`src/rtl/sar_search_controller.sv`:
```
// Successive-approximation search controller: drives trial values onto a magnitude
// comparator and resolves the unknown operand MSB-first, exiting early on equality.
module sar_search_controller #(
    parameter int WIDTH = 4
) (
    input  logic             clk,
    input  logic             rst_n,
    input  logic             start,
    input  logic             aeqb,
    input  logic             agtb,
    input  logic             altb,
    output logic [WIDTH-1:0] guess,
    output logic             busy,
    output logic             done,
    output logic [WIDTH-1:0] found,
    output logic             err
);

    localparam int KW = (WIDTH > 2) ? $clog2(WIDTH) : 1;

    typedef enum logic [1:0] {IDLE, PROBE, DONE} state_t;

    state_t           r_state, w_state_nxt;
    logic [WIDTH-1:0] r_guess, w_guess_nxt;
    logic [WIDTH-1:0] r_found, w_found_nxt;
    logic [KW-1:0]    r_k,     w_k_nxt;
    logic             r_busy,  w_busy_nxt;
    logic             r_done,  w_done_nxt;
    logic             r_err,   w_err_nxt;
    logic             w_onehot;

    assign w_onehot = $onehot({aeqb, agtb, altb});

    always_ff @(posedge clk or negedge rst_n) begin
        if (!rst_n) begin
            r_state <= IDLE;
            r_guess <= '0;
            r_found <= '0;
            r_k     <= KW'(WIDTH - 1);
            r_busy  <= 1'b0;
            r_done  <= 1'b0;
            r_err   <= 1'b0;
        end else begin
            r_state <= w_state_nxt;
            r_guess <= w_guess_nxt;
            r_found <= w_found_nxt;
            r_k     <= w_k_nxt;
            r_busy  <= w_busy_nxt;
            r_done  <= w_done_nxt;
            r_err   <= w_err_nxt;
        end
    end

    always_comb begin
        w_state_nxt = r_state;
        w_guess_nxt = r_guess;
        w_found_nxt = r_found;
        w_k_nxt     = r_k;
        w_busy_nxt  = r_busy;
        w_done_nxt  = r_done;
        w_err_nxt   = r_err;
        case (r_state)
            IDLE, DONE: begin
                if (start) begin
                    w_state_nxt              = PROBE;
                    w_guess_nxt              = '0;
                    w_guess_nxt[WIDTH-1]     = 1'b1;
                    w_k_nxt                  = KW'(WIDTH - 1);
                    w_found_nxt              = '0;
                    w_busy_nxt               = 1'b1;
                    w_done_nxt               = 1'b0;
                    w_err_nxt                = 1'b0;
                end
            end
            PROBE: begin
                if (!w_onehot) begin
                    w_err_nxt   = 1'b1;
                    w_found_nxt = '0;
                    w_done_nxt  = 1'b1;
                    w_busy_nxt  = 1'b0;
                    w_state_nxt = DONE;
                end else if (aeqb) begin
                    w_found_nxt = r_guess;
                    w_done_nxt  = 1'b1;
                    w_busy_nxt  = 1'b0;
                    w_state_nxt = DONE;
                end else if (r_k == '0) begin
                    // Last bit: a too-high guess means bit 0 of b is clear.
                    w_found_nxt    = r_guess;
                    w_found_nxt[0] = altb;
                    w_done_nxt     = 1'b1;
                    w_busy_nxt     = 1'b0;
                    w_state_nxt    = DONE;
                end else begin
                    if (agtb) w_guess_nxt[r_k] = 1'b0;
                    w_guess_nxt[r_k - KW'(1)] = 1'b1;
                    w_k_nxt = r_k - KW'(1);
                end
            end
            default: w_state_nxt = IDLE;
        endcase
    end

    assign guess = r_guess;
    assign found = r_found;
    assign busy  = r_busy;
    assign done  = r_done;
    assign err   = r_err;

endmodule

```
`config.mk`:
```
export PLATFORM = sky130hd
export DESIGN_NAME = sar_search_controller
export DESIGN_NICKNAME = d
export VERILOG_FILES = /design/src/rtl/sar_search_controller.sv
export SDC_FILE = /design/constraint.sdc
export NUM_CORES = 1
export LEC_CHECK = 0
export CELL_PAD_IN_SITES_DETAIL_PLACEMENT = 1
export CELL_PAD_IN_SITES_GLOBAL_PLACEMENT = 1
export CORE_ASPECT_RATIO = 0.9
export CORE_MARGIN = 5
export CORE_UTILIZATION = 39
export DETAILED_ROUTE_END_ITERATION = 12
export PLACE_DENSITY_LB_ADDON = 0.2
export SLEW_MARGIN = 20
export SYNTH_ARGS = -nofsm -noshare
export SYNTH_HDL_FRONTEND = slang
export SYNTH_SLANG_ARGS = --single-unit
```
`constraint.sdc`:
```
create_clock -name clk -period 3.35 [get_ports clk]
set_input_delay 0.67 -clock clk [delete_from_list [all_inputs] [get_ports clk]]
set_output_delay 0.67 -clock clk [all_outputs]
set_load 0.02 [all_outputs]
```
After elaboration in Yosys (flattened, before gate mapping)
Index checks and enable logic that the tools add are counted.

Eq/ne operators: 9. Mux-type cells: 41. $lt $le $gt $ge: 4. Add/subtract/negate cells: 3. Reductions and logical operators: 10. Shifts and indexed selects: 0. $mul: 0. Bitwise operators: 3. Div/mod/pow operators: 0.

Operators by type and width (count): 4-bit two-way mux (13); 2-bit two-way mux (8); 4-bit case mux with 2 select lines (2); 1-bit two-way mux (11); 2-bit inequality test (second input constant) (5); 2-bit case mux with 2 select lines (2); 2-bit by 3-bit less-than comparator with 1-bit output (second input constant) (2); 1-bit case mux with 2 select lines (3); 3-bit AND reduction (2); 5-bit AND reduction (1); 4-bit bitwise AND (1); 1-bit demux with 2-bit select (2); 2-bit by 1-bit == test with 1-bit output (second input constant) (2); 2-bit by 1-bit greater-or-equal comparator with 1-bit output (second input constant) (2); 2-bit zero test (2); 4-bit inequality test (second input constant) (1); 4-bit inverter (1); 4-bit OR (1); 1-bit by 1-bit adder with 2-bit output (1); 2-bit by 1-bit adder with 2-bit output (1); 2-bit == test (second input constant) (1); 1-bit logical AND (2); 2-bit AND reduction (1); 2-bit nonzero test (1); other kinds (2) (2).

Word-level logic and storage cells: 77. Memory bits (writable): 0. Latch bits: 0. Memories: 0. Register bits after elaboration: 15. Output and inout port bits: 11. Bits of input ports: 6. ROM bits: 0.

Longest topological paths before layout
Gate-level depths: netlist of the first run.

Word-level depth: 16. Gate-level depth with buffers: 6. Mapped depth without buffers: 5.

Worst setup path before layout of the first run
OpenSTA, ideal clock, no wires.

Path kind: input -> register. Start: input port aeqb. End: register r_k[1]. Data arrival time: 2.280 ns. Cell stages on the path: 5. Library setup time: 0.075 ns. Path slack: 0.995 ns. Path buffers: 1. Data required time: 3.275 ns. Cells stage by stage: fa_1 or4b_1 buf_6 nor2_1 mux2i_1.

Cells in the longest elaborated chain, start to end: 4. Elaborated cells on any way between the ends: 5. Classes of those cells: 1 x add/sub; 3 x eq/ne; 1 x reduce/logical.

Ends and longest elaborated chain: start: declaration (RTL line 9) `input logic aeqb,`; 2-bit by 1-bit adder with 2-bit output (not written as such) (RTL line 32) `assign w_onehot = $onehot({aeqb, agtb, altb});`; 2-bit by 1-bit == test with 1-bit output (RTL line 32); 2-bit inequality test (no source line); 5-bit AND reduction (no source line) *; end signal: assignment (RTL line 39) `r_k <= KW'(WIDTH - 1);`; end signal: assignment (RTL line 47) `r_k <= w_k_nxt;`; end: declaration (RTL line 26) `logic [KW-1:0] r_k, w_k_nxt;`.

Every way passes the cells marked *; elsewhere a longest branch is shown, timed or not. A chain may end at the register's enable or synchronous reset.

Worst setup path after layout of the first run
Start: input port agtb. End: register r_state[1].

Cells in the longest elaborated chain, start to end: 5. Elaborated cells on any way between the ends: 7. Classes of those cells: 2 x add/sub; 2 x eq/ne; 2 x mux; 1 x reduce/logical.

Ends and longest elaborated chain: start: declaration (RTL line 10) `input logic agtb,`; 1-bit by 1-bit adder with 2-bit output (not written as such) * (RTL line 32); 2-bit by 1-bit adder with 2-bit output (not written as such) * (RTL line 32); 2-bit by 1-bit == test with 1-bit output * (RTL line 32); 4-bit inequality test (no source line) / 2-bit two-way mux (equally long branches); 2-bit AND reduction (no source line) / 2-bit case mux with 2 select lines (equally long branches); end signal: assignment (RTL line 44) `r_state <= w_state_nxt;`; end: declaration (RTL line 23) `state_t r_state, w_state_nxt;`.

Marks and branches as above.

==> results.txt, run 1 <==
Setup CP Type -> input port to register
GP Congestion -> 0.739
Syn Inst Count -> 73
Flop2flop setup slack -> 1.08 ns
TritonCTS clock tree -> done
Area share of fa/ha/maj cells after synthesis -> 10.8%
Prevailing post-synth register cell -> dfrtp_1
Simple-gate share of the synthesized area -> 21.8%
Internal power -> 0.297 mW
Pleak -> 0.415 nW
Fraction of synthesis flops using an asynchronous set or reset pin -> 100%
Clock root buffer -> clkbuf_4
P&R area growth vs syn -> 26.7%
Worst Path Buf+Inv -> 1
Post-route setup TNS -> 0 ns
Wirelength per Cell -> 15.0 um
Drt first pass iters -> 2
Pwr per Cell Area -> 448 nW/um2
Status -> finished clean
Worst Hold Path Cells -> 1
Top cells by area, synth -> dfrtp_1, ha_1, dfstp_2
Placed Cells -> 112
Switch Pwr -> 0.137 mW
Vias/cell -> 5.13
Overflow after GRT -> 0
Unrepaired setup endpoints after global routing -> false
Clock network power share -> 24.2%
Endpoints failing setup -> 0
Hold Startpoint -> done
Die width -> 56.7 um
Wirelength, routed -> 1740 um
Synth top cells by count -> dfrtp_1, nand2_1, o21ai_0, ha_1, nor2_1
Setup bufs post-CTS -> 0
Post-CTS Hold Fix Bufs -> 0
Largest net degree at the start of global routing -> 16
First-pass GRT wire length -> 3070 um
CP Cell Sequence -> clkdlybuf4s50_1, fa_1, or4b_1, and2_0, or2_2
Clock slew at reported path FFs -> 0.09 ns
Initial antenna violation count -> 0
Worst slack, placed -> 0.241 ns
Syn Area/Cell -> 10.5 um2
Die Ht -> 52 um
XOR/XNOR Fraction of Synth Area -> 0%
Die footprint -> 2950 um2
VDD IR-drop max -> 275 uV
Setup ws final -> 0.547 ns
Layout cells sized above 1 -> 8.79%
Core area -> 1900 um2
Max Cap Viol -> 0
Hold_ws -> 0.494 ns
CTS buffer count -> 3
Num rows -> 15
Detailed Route Iter0 Violations -> 4
CP peak stage delay -> 0.63 ns
Worst Hold Path EP -> done
Minimum clock period -> 2.80 ns
H-tree Lvls -> 1
DRC -> 0
Seq cells post-synth -> 15
Vias in the first global route -> 647
Clock latency on the worst-skew pair -> 0.28 ns
Synth warnings -> 0
Global-route usage over all layers -> 14.3%
Worst hold path type -> register to register
CP Launch Type -> input port
Combinational share of power -> 25.2%
Synth Area in Compound Gates -> 11.8%
Fillers -> 216
Sequential power share -> 50.7%
Initial Utilization -> 40.3%
Fin. max-slew vios -> 0
Synth unique cells -> 28
Setup Skew -> 0.00214 ns
Non-Filler Instances -> 116
Crit path DAT -> 2.98 ns
Post-synth EDFFs -> 0
Mux share of post-synthesis cell area -> 2.78%
Reg2Reg Depth -> 5
Rel. slew slack -> 54.7%
Sequential-to-total area share from yosys stat -> 49.4%
Count leader, synth -> dfrtp_1
Deepest clock path buffer count -> 2
N_diodes -> 0
Worst slew pin tran -> 0.678 ns
Nets -> 104
DP HPWL -> 1360 um
Worst path slowest cell -> or4b_1
Final hold violation count -> 0
Worst Path Max Fanout -> 11
Max Clock Freq -> 357 MHz
Placed instance area -> 941 um2
CP endpoint kind -> register
Vias -> 595
Port buffer count -> 16
Final period utilization -> 83.7%
R2R Path Start -> r_k[0]
Worst Path Required -> 3.53 ns
Syn nets -> 85
Post-CTS Resized -> 0
Cell taking the most area after synthesis -> dfrtp_1
Reg2reg end -> r_state[1]
Clock sink count -> 15
Post-route ant nets -> 0
Syn Std Cell Area -> 764 um2
Sw Ratio -> 31.5%
# IOs -> 17
Crit path max-delay family -> simple AND/OR/NAND/NOR gates
Largest family of logic cells by synthesized area -> simple AND/OR/NAND/NOR gates
Synth top area share -> 42.6%
Post-route cell area -> 968 um2
-- worst register-to-register path, cell delays in order (launching register included) --
cell and delay (ns):
dfstp_2 0.60, inv_1 0.08, ha_1 0.20, or4b_1 0.68, and2_0 0.29, or2_2 0.30
-- cell usage in the layout, fill, tap and decap left out --
cell / Yosys / final
fa_1: 1 / 1
nand4_1: 4 / 4
mux2_2: 1 / 1
nor3_1: 3 / 3
a21o_1: 1 / 1
dfstp_2: 2 / 2
a31oi_1: 2 / 2
clkdlybuf4s50_1: 0 / 16
nand2b_1: 2 / 2
nor2b_1: 3 / 3
clkinv_2: 0 / 1
nor4bb_1: 1 / 1
or4b_1: 1 / 1
o22a_1: 1 / 1
nor3b_1: 1 / 1
nor2_1: 5 / 5
nand2_1: 8 / 8
inv_1: 3 / 3
ha_1: 5 / 5
mux2i_1: 1 / 1
o2bb2ai_1: 2 / 2
a22o_1: 1 / 1
clkbuf_4: 0 / 3
dfrtp_1: 13 / 13
or2_2: 1 / 1
or3_1: 1 / 1
and2_0: 1 / 1
a21oi_1: 1 / 1
o21ai_0: 6 / 6
-- kinds of logic (layout without fill, tap and decap cells) --
group                      after synthesis  count (layout)
AOI/OAI and AO/OA                       14              14
adders and majority gates                6               6
buffers and inverters                    5              23
DFF                                     15              15
muxes                                    2               2
and+or+nand+nor                         31              31
-- power groups by stage --
stage               Combinational [mW]  Sequential, mW  Clock [mW]
floorplan                       0.0461           0.235           0
global placement                 0.107           0.222           0
detailed placement               0.111           0.223           0
CTS                              0.111           0.220       0.111
global route                     0.119           0.223       0.118
finish                           0.109           0.220       0.105
-- routing by layer --
layer | routed length [um] | part of all wire, % | vias up | track usage, %
met3 | 94 | 5.4 | 2 | 5.46
met2 | 876 | 50 | 13 | 23.8
li1 | - | - | 295 | -
met5 | 0 | 0 | - | 0
met1 | 743 | 43 | 285 | 16.0
met4 | 29 | 1.7 | 0 | 7.11
-- worst max path at each step --
stage          start    endpoint  slack, ns  depth (start not counted)
6_report        agtb  r_state[1]       0.55                          5
4_1_cts         aeqb  r_state[1]       0.55                          5
5_1_grt         agtb      r_k[1]       0.40                          5
3_3_place_gp    aeqb  r_state[1]       0.32                          5
3_5_place_dp    aeqb  r_state[1]       0.24                          5
2_1_floorplan   aeqb      r_k[1]       0.99                          5
-- final cells by class --
class	count	area, um2	area share (%)
inverters	3	11.3	1.16
multi-input cells	53	360	37.2
well taps	25	31.3	3.23
clock inverters	1	5.00	0.517
flip-flops and latches	15	378	39.0
clock buffers	3	22.5	2.33
repair buffers	16	160	16.5
-- flip-flops by register name, summed over array words and instances, names as in the netlist --
register and count:
done 1, r_k 2, found 4, busy 1, r_state 2, guess 4, err 1
-- stage by stage --
step | utilization [%] | power [mW]
CTS | 51.1 | 0.441
floorplan | - | 0.281
global placement | 49.6 | 0.329
finish | 51.1 | 0.434
global route | 51.1 | 0.460
detailed placement | 49.6 | 0.333
(Power assumes the default switching activity.)
==> run 2: changes to the inputs <==
CORE_UTILIZATION = 37   (was 39)
clock period = 2.87 ns   (was 3.35 ns; I/O delays follow)
==> results.txt, run 2 (same netlist as run 1, synthesis figures left out) <==
Layout cells sized above 1 -> 12.5% (+3.7 points)
Drt first pass iters -> 4 (+2)
Setup CP Type -> input port to register
Port buffer count -> 16 (unchanged)
Core Util, Final -> 51.5% (+0.39 points)
Clock sink count -> 15 (unchanged)
Die width -> 57.9 um (+2.2%)
Most common cell after layout, fill and taps aside -> clkdlybuf4s50_1
Vias/cell -> 5.03 (-1.9%)
Post-route cell area -> 1000 um2 (+3.7%)
GP Congestion -> 0.743 (+0.56%)
Core area -> 1950 um2 (+3.0%)
Internal power -> 0.354 mW (+19%)
Clock latency on the worst-skew pair -> 0.28 ns (about the same)
Multi-input combinational cell area -> 360 um2 (unchanged)
CTS buffer count -> 3 (unchanged)
Vias in the first global route -> 700 (+8.2%)
Detailed Route Iter0 Violations -> 1 (-3)
Clock slew at reported path FFs -> 0.08 ns (about the same)
Setup bufs post-CTS -> 0 (unchanged)
Die footprint -> 3080 um2 (+4.4%)
Post-route setup TNS -> 0 ns (unchanged)
Post-CTS Resized -> 0 (unchanged)
DRC -> 0 (unchanged)
Fin. max-slew vios -> 0 (unchanged)
Worst Path Max Fanout -> 6 (-5)
Initial Utilization -> 39.2% (-1.2 points)
Combinational share of power -> 26.4% (+1.2 points)
Worst Path Required -> 3.03 ns (-0.50 ns)
Crit path DAT -> 2.72 ns (-0.26 ns)
Largest net degree at the start of global routing -> 16 (unchanged)
Deepest clock path buffer count -> 2 (unchanged)
Sw Ratio -> 30.5% (-1.0 points)
First-pass GRT wire length -> 3190 um (+3.8%)
Pwr per Cell Area -> 508 nW/um2 (+13%)
Sequential power share -> 50.3% (-0.4 points)
Rel. slew slack -> 54.4% (-0.28 points)
Vias -> 609 (+2.4%)
# IOs -> 17 (unchanged)
Non-Filler Instances -> 121 (+4.3%)
Post-route ant nets -> 0 (unchanged)
Wirelength per Cell -> 14.7 um (-2.2%)
Num rows -> 15 (unchanged)
Final hold violation count -> 0 (unchanged)
Nets -> 109 (+4.8%)
CP Launch Type -> input port
Max Clock Freq -> 391 MHz
Wirelength, routed -> 1780 um (+2.1%)
Minimum clock period -> 2.56 ns
Overflow after GRT -> 0 (unchanged)
Post-CTS Hold Fix Bufs -> 0 (unchanged)
H-tree Lvls -> 1 (unchanged)
Worst hold path type -> register to register
Setup Skew -> 0.00767 ns (+0.00554 ns)
Commonest cells after routing, fill and taps aside -> clkdlybuf4s50_1, dfrtp_1, nand2_1, o21ai_0
Max Cap Viol -> 0 (unchanged)
Clock network power share -> 23.3% (-0.9 points)
DP HPWL -> 1360 um (-0.25%)
TritonCTS clock tree -> done
Initial antenna violation count -> 0 (unchanged)
Global-route usage over all layers -> 14.4% (+0.11 points)
Final period utilization -> 89.1%
Placed instance area -> 978 um2 (+4.0%)
Unrepaired setup endpoints after global routing -> false
Placed Cells -> 117 (+4.5%)
P&R area growth vs syn -> 31.4%
VDD IR-drop max -> 297 uV (+8.0%)
Endpoints failing setup -> 0 (unchanged)
Status -> finished clean
CP endpoint kind -> register
Switch Pwr -> 0.156 mW (+14%)
Worst slew pin tran -> 0.682 ns (+0.00426 ns)
N_diodes -> 0 (unchanged)
Fillers -> 238 (+10%)
Pleak -> 0.437 nW (+5.4%)
Die Ht -> 53.1 um (+2.2%)
Clock root buffer -> clkbuf_4
Register area -> 378 um2 (unchanged)
-- run 2: cell count changes in the layout (fill, tap and decap cells not counted), sizes merged --
cell,delta
clkbuf,+1
buf,+5
clkinv,-1
-- run 2: final cells by class --
class                           instances  area share [%]
Clock buffer                            4            2.62
Timing Repair Buffer                   21            19.7
Tap cell                               25            3.11
Inverter                                3            1.12
Multi-Input combinational cell         53            35.9
Sequential cell                        15            37.6
-- run 2: stage by stage --
step | worst slack, ns | total power, mW | hold slack, ns
detailed placement | 0.0130 | 0.397 | 0.485
floorplan | 0.611 | 0.329 | 0.278
global route | 0.149 | 0.554 | 0.543
global placement | 0.109 | 0.393 | 0.479
finish | 0.314 | 0.510 | 0.498
CTS | 0.307 | 0.522 | 0.505
-- run 2: power by group through the flow --
stage / registers (mW) / clock network [mW] / logic [mW]
final: 0.257 / 0.119 / 0.135
after global routing: 0.261 / 0.144 / 0.149
after CTS: 0.257 / 0.128 / 0.137
after detailed placement: 0.260 / 0 / 0.137
after global placement: 0.259 / 0 / 0.134
after floorplan: 0.275 / 0 / 0.0538
-- run 2: per-layer routing --
metal | vias to the layer above | share of wire [%] | track usage, %
met2 | 15 | 47 | 24.4
met4 | 0 | 2.1 | 8.11
met5 | - | 0 | 0
met3 | 4 | 4.8 | 3.41
li1 | 301 | - | -
met1 | 289 | 46 | 16.7
-- run 2: final timing paths --
kind                             start          to  slack (ns)  depth (start not counted)
worst max-delay path              aeqb  r_state[1]        0.31                          5
worst min-delay path              done        done        0.50                          1
worst max register to register  r_k[0]  r_state[1]        0.70                          5
worst min register to register    done        done        0.50                          1
max in group asynchronous        rst_n         err        1.73                          1
min in group asynchronous        rst_n    guess[3]        0.70                          1
-- run 2: worst max-delay path, stage by stage --
cell and delay [ns]:
clkdlybuf4s50_1 0.47, fa_1 0.59, or4b_1 0.55, and2_0 0.25, or2_2 0.29
